## src/rtl/point_link_arbiter.sv

```systemverilog
// Round-robin arbiter that frames local requester bursts onto a point-to-point link
// as one header word followed by the requested number of payload words.
module point_link_arbiter #(
   parameter int NREQ  = 4,
   parameter int WIDTH = 16
) (
   input  logic                    clock,
   input  logic                    reset,
   input  logic [NREQ-1:0]         req,
   input  logic [4*NREQ-1:0]       req_len,
   input  logic [WIDTH*NREQ-1:0]   req_data,
   output logic [NREQ-1:0]         req_pop,
   input  logic                    link_hold,
   output logic [1:0]              link_tag,
   output logic [WIDTH-1:0]        link_data,
   output logic                    busy,
   output logic [3:0]              cur_src
);

   typedef enum logic {
      IDLE = 1'b0,
      DATA = 1'b1
   } state_t;

   localparam logic [1:0] TAG_IDLE = 2'b00;
   localparam logic [1:0] TAG_HDR  = 2'b01;
   localparam logic [1:0] TAG_PAY  = 2'b10;
   localparam logic [1:0] TAG_LAST = 2'b11;

   state_t           state;
   logic [4:0]       cnt;
   logic [3:0]       ptr;
   logic             found;
   logic [3:0]       winner;
   logic [3:0]       win_len;
   logic [4:0]       win_cnt;
   logic [WIDTH-1:0] header;
   logic [WIDTH-1:0] payload;

   // Search starts one past the last winner so every requester gets a turn.
   always_comb begin
      found  = 1'b0;
      winner = '0;
      for (int k = 1; k <= NREQ; k++) begin
         if (!found && req[(int'(ptr) + k) % NREQ]) begin
            found  = 1'b1;
            winner = 4'((int'(ptr) + k) % NREQ);
         end
      end
   end

   always_comb begin
      win_len     = req_len[4*winner +: 4];
      win_cnt     = (win_len == 4'd0) ? 5'd16 : {1'b0, win_len};
      header      = '0;
      header[7:4] = winner;
      header[3:0] = win_len;
      payload     = req_data[WIDTH*cur_src +: WIDTH];
   end

   always_comb begin
      req_pop = '0;
      if (state == DATA && !link_hold && !reset)
         req_pop = NREQ'(1) << cur_src;
   end

   assign busy = (state != IDLE);

   always_ff @(posedge clock) begin
      if (reset) begin
         state     <= IDLE;
         cnt       <= '0;
         ptr       <= 4'(NREQ - 1);
         cur_src   <= '0;
         link_tag  <= TAG_IDLE;
         link_data <= '0;
      end else begin
         case (state)
            IDLE: begin
               if (!link_hold && found) begin
                  link_tag  <= TAG_HDR;
                  link_data <= header;
                  ptr       <= winner;
                  cur_src   <= winner;
                  cnt       <= win_cnt;
                  state     <= DATA;
               end else begin
                  link_tag  <= TAG_IDLE;
                  link_data <= '0;
               end
            end
            DATA: begin
               // A held link keeps every register frozen until the remote side drains.
               if (!link_hold) begin
                  link_data <= payload;
                  cnt       <= cnt - 5'd1;
                  if (cnt == 5'd1) begin
                     link_tag <= TAG_LAST;
                     state    <= IDLE;
                  end else begin
                     link_tag <= TAG_PAY;
                  end
               end
            end
         endcase
      end
   end

endmodule

```

## config.mk

```make
export PLATFORM = sky130hd
export DESIGN_NAME = point_link_arbiter
export DESIGN_NICKNAME = d
export VERILOG_FILES = /design/src/rtl/point_link_arbiter.sv
export SDC_FILE = /design/constraint.sdc
export NUM_CORES = 1
export LEC_CHECK = 0
export ABC_AREA = 0
export ABC_CLOCK_PERIOD_IN_PS = 2700
export CAP_MARGIN = 30
export CORE_ASPECT_RATIO = 1.1
export CORE_MARGIN = 2
export CORE_UTILIZATION = 37
export DETAILED_ROUTE_END_ITERATION = 10
export GPL_ROUTABILITY_DRIVEN = 0
export PLACE_DENSITY = 0.8
export REMOVE_ABC_BUFFERS = 1
export SETUP_SLACK_MARGIN = 0.2
export SLEW_MARGIN = 10
export SYNTH_ARGS = -nofsm -noshare
export SYNTH_HDL_FRONTEND = slang
export SYNTH_SLANG_ARGS = --single-unit
export TNS_END_PERCENT = 10
```

## constraint.sdc

```tcl
create_clock -name clock -period 2.7 [get_ports clock]
set_input_delay 0.54 -clock clock [delete_from_list [all_inputs] [get_ports clock]]
set_output_delay 0.54 -clock clock [all_outputs]
set_load 0.01 [all_outputs]
```

==> out/qor.yml, run 1 <==
logic_synthesis:
  synthCells: 198
  synth-warning-count: 0
  ys_seq_area_share_pct: 30.2
  synth_seq_cells: 28
  async_flop_share_pct: 0
  yosysMostFrequentCell: "dfxtp_1"
  synth_cell_type_count: 41
  yosys-top-cells-count: "28 x dfxtp_1, 25 x nand2_1, 24 x nor2_1, 22 x mux2i_1, 19 x a21oi_1"
  synth_edf_count: 0
  synthesis.area_um2: 1860
  post-synth-top-area-cell: "dfxtp_1"
  synthTopCellsByArea: "dfxtp_1 30%, mux4_2 19%, mux2i_1 12%"
  netlist.area_leader.share_pct: 30.2
  synth_area_per_cell_um2: 9.38
  ys.flop_type: "dfxtp_1"
detailed_routing:
  post_drt_wl_per_cell_um: 15.6
  drt_iter0_drc: 83
  via_per_inst: 5.24
  wl_mm: 5.95
  num_vias: 1998
  drt-pass1-iter-count: 4
  drc: 0
  ant_nets: 0
timing:
  period_minus_slack_ps: 2660
  fin_skew_ps: 3.84
  hold_viol: 0
  worst_slack_ps: 42.1
  tns_ps: 0
  period_share_pct: 98.4
  fmax_mhz: 376
  report.final.setup_viol: 0
  grt_setup_unrepaired: "true"
  maxSlewViolCount: 0
floorplanning:
  io_pins: 114
  dieArea_um2: 5610
  core_um2: 4930
  die_x_um: 71.6
  start_util_pct: 37.7
  rows: 27
  die_h_um: 78.3
finish:
  synthToLayoutAreaGrowth_pct: 75.6
  final_nets: 414
  diodes: 0
  utilization_pct: 66.2
  layout-drive-gt1-share_pct: 17.3
status:
  status: "completed"
global_route:
  track_usage_pct: 21.0
  grt_antenna_before_repair: 0
  grt_max_degree: 18
  grt_pass1_vias: 2044
  grt_overflow: 0
  grt_pass1_wl_mm: 9.40
worst_setup_path:
  cp_common_cell: "mux2i_1"
  worst_setup_path_end_kind: "flip-flop"
  cp_data_arrival_time_ps: 2860
  startpoint_type: "input port"
  slowest_stage: "or4b_1"
  critPathKind: "input port to flip-flop"
  critPathRequiredTime_ps: 2900
  cp_slowest_stage_delay_ps: 560
  critPathMaxFanout: 3
  path_cells: "clkdlybuf4s50_1 -> and2b_1 -> a21oi_4 -> o221ai_4 -> buf_12 -> mux2i_1 -> mux2i_1 -> or4b_1 -> a211oi_2"
  critPathTopFamily: "simple AND/OR/NAND/NOR gates"
  cp_num_buf_inv: 2
job:
  max_cap_viol_count: 0
pwr:
  p_leak_nw: 1.31
  p_per_area_nw_per_um2: 371
  ir_drop_mv: 0.184
clock_network:
  cts_max_level: 1
  cts_buffer_depth: 2
  cts_tree: "yes"
  clkSlewWorstSetupHoldPaths_ps: 100
  cts_sinks: 28
  cts_root_buf: "clkbuf_8"
  cts_buffers: 3
  insertion_delay_ps: 270
placed_design:
  numPortBuffers: 111
  place_ws_ps: -316
  place_hpwl_mm: 4.69
min_path:
  worstHoldPathType: "flip-flop to flip-flop"
## power by group
part	leakage [nW]	internal, mW	switching [mW]
clock	0.0216	0.100	0.126
combinational	1.06	0.318	0.194
sequential	0.229	0.442	0.0309
## cell usage in the layout (no fill, tap or decap), types with 4 or more instances in the layout
cell type        instances
nor3_1                   4
nand2_1                 25
buf_4                   23
mux2i_1                 21
mux4_2                  16
nor2_1                  24
a21oi_1                 19
dfxtp_1                 28
dlymetal6s2s_1           5
nand2b_1                 4
clkdlybuf4s50_1        105
inv_1                    6
## metrics by stage
| stage | instance area (um^2) | instances | hold WS [ps] | power [mW] |
|---|---|---|---|---|
| floorplan | 1790 | 184 | 470 | 0.707 |
| global placement | 3150 | 376 | 433 | 0.960 |
| detailed placement | 3150 | 376 | 440 | 0.971 |
| CTS | 3200 | 379 | 454 | 1.20 |
| global route | 3260 | 381 | 479 | 1.28 |
| finish | 3260 | 381 | 450 | 1.21 |
## tightest hold or removal path: cells and delay by family (launching register included)
family / cells / cell delay, ps
flops: 1 / 320
buf+inv: 1 / 50
compound gates: 1 / 50
## area by class of cell
cell class                 count  area (um^2)
tap                           58         72.6
sequential                    28          561
multi-input combinational    150         1250
inverter                       7         26.3
fill                         404         1670
clock buffer                   3         41.3
timing repair buffer         135         1310
## worst paths after layout
check | slack [ps] | end | from | depth (start not counted)
hold / removal | 450 | link_tag[1] | link_tag[1] | 2
hold reg to reg | 450 | link_tag[1] | link_tag[1] | 2
setup reg to reg | 320 | cnt[4] | ptr[1] | 7
setup / recovery | 40 | cnt[4] | req[3] | 9
## metal layers
layer / track usage (%) / routed length, um
met4: 4.34 / 37
met2: 38.3 / 3170
met5: 0 / 0
met1: 23.8 / 2230
met3: 6.42 / 514
## sequential cells by signal, summed over array words and instances, names as in the netlist
| signal | cells |
|---|---|
| link_data | 16 |
| cnt | 5 |
| cur_src | 2 |
| link_tag | 2 |
| ptr | 2 |
| busy | 1 |
## cell families after synthesis
group	after synthesis	share of synthesized area [%]
simple gates	69	17.6
mux	40	32.5
compound gates	36	12.9
flops	28	30.2
buf+inv	22	5.32
fa+ha+maj	2	1.35
other cells	1	0.202
## what timing repair did
item | CTS | global route
gates resized for setup | 2 | 12
gates cloned | 0 | 1
setup buffers | 0 | 1
hold buffers | 0 | 0
pin swaps | 0 | 2
setup endpoints to repair | 7 | 7
(Power assumes the default switching activity.)
==> inputs of run 2 (changes only) <==
--- a/config.mk
+++ b/config.mk
@@ -16,7 +16,7 @@
 export PLACE_DENSITY = 0.8
 export REMOVE_ABC_BUFFERS = 1
 export SETUP_SLACK_MARGIN = 0.2
-export SLEW_MARGIN = 10
+export SLEW_MARGIN = 20
 export SYNTH_ARGS = -nofsm -noshare
 export SYNTH_HDL_FRONTEND = slang
 export SYNTH_SLANG_ARGS = --single-unit
==> results of run 2 <==
No change in the layout: final DEF, timing and power equal those of run 1.
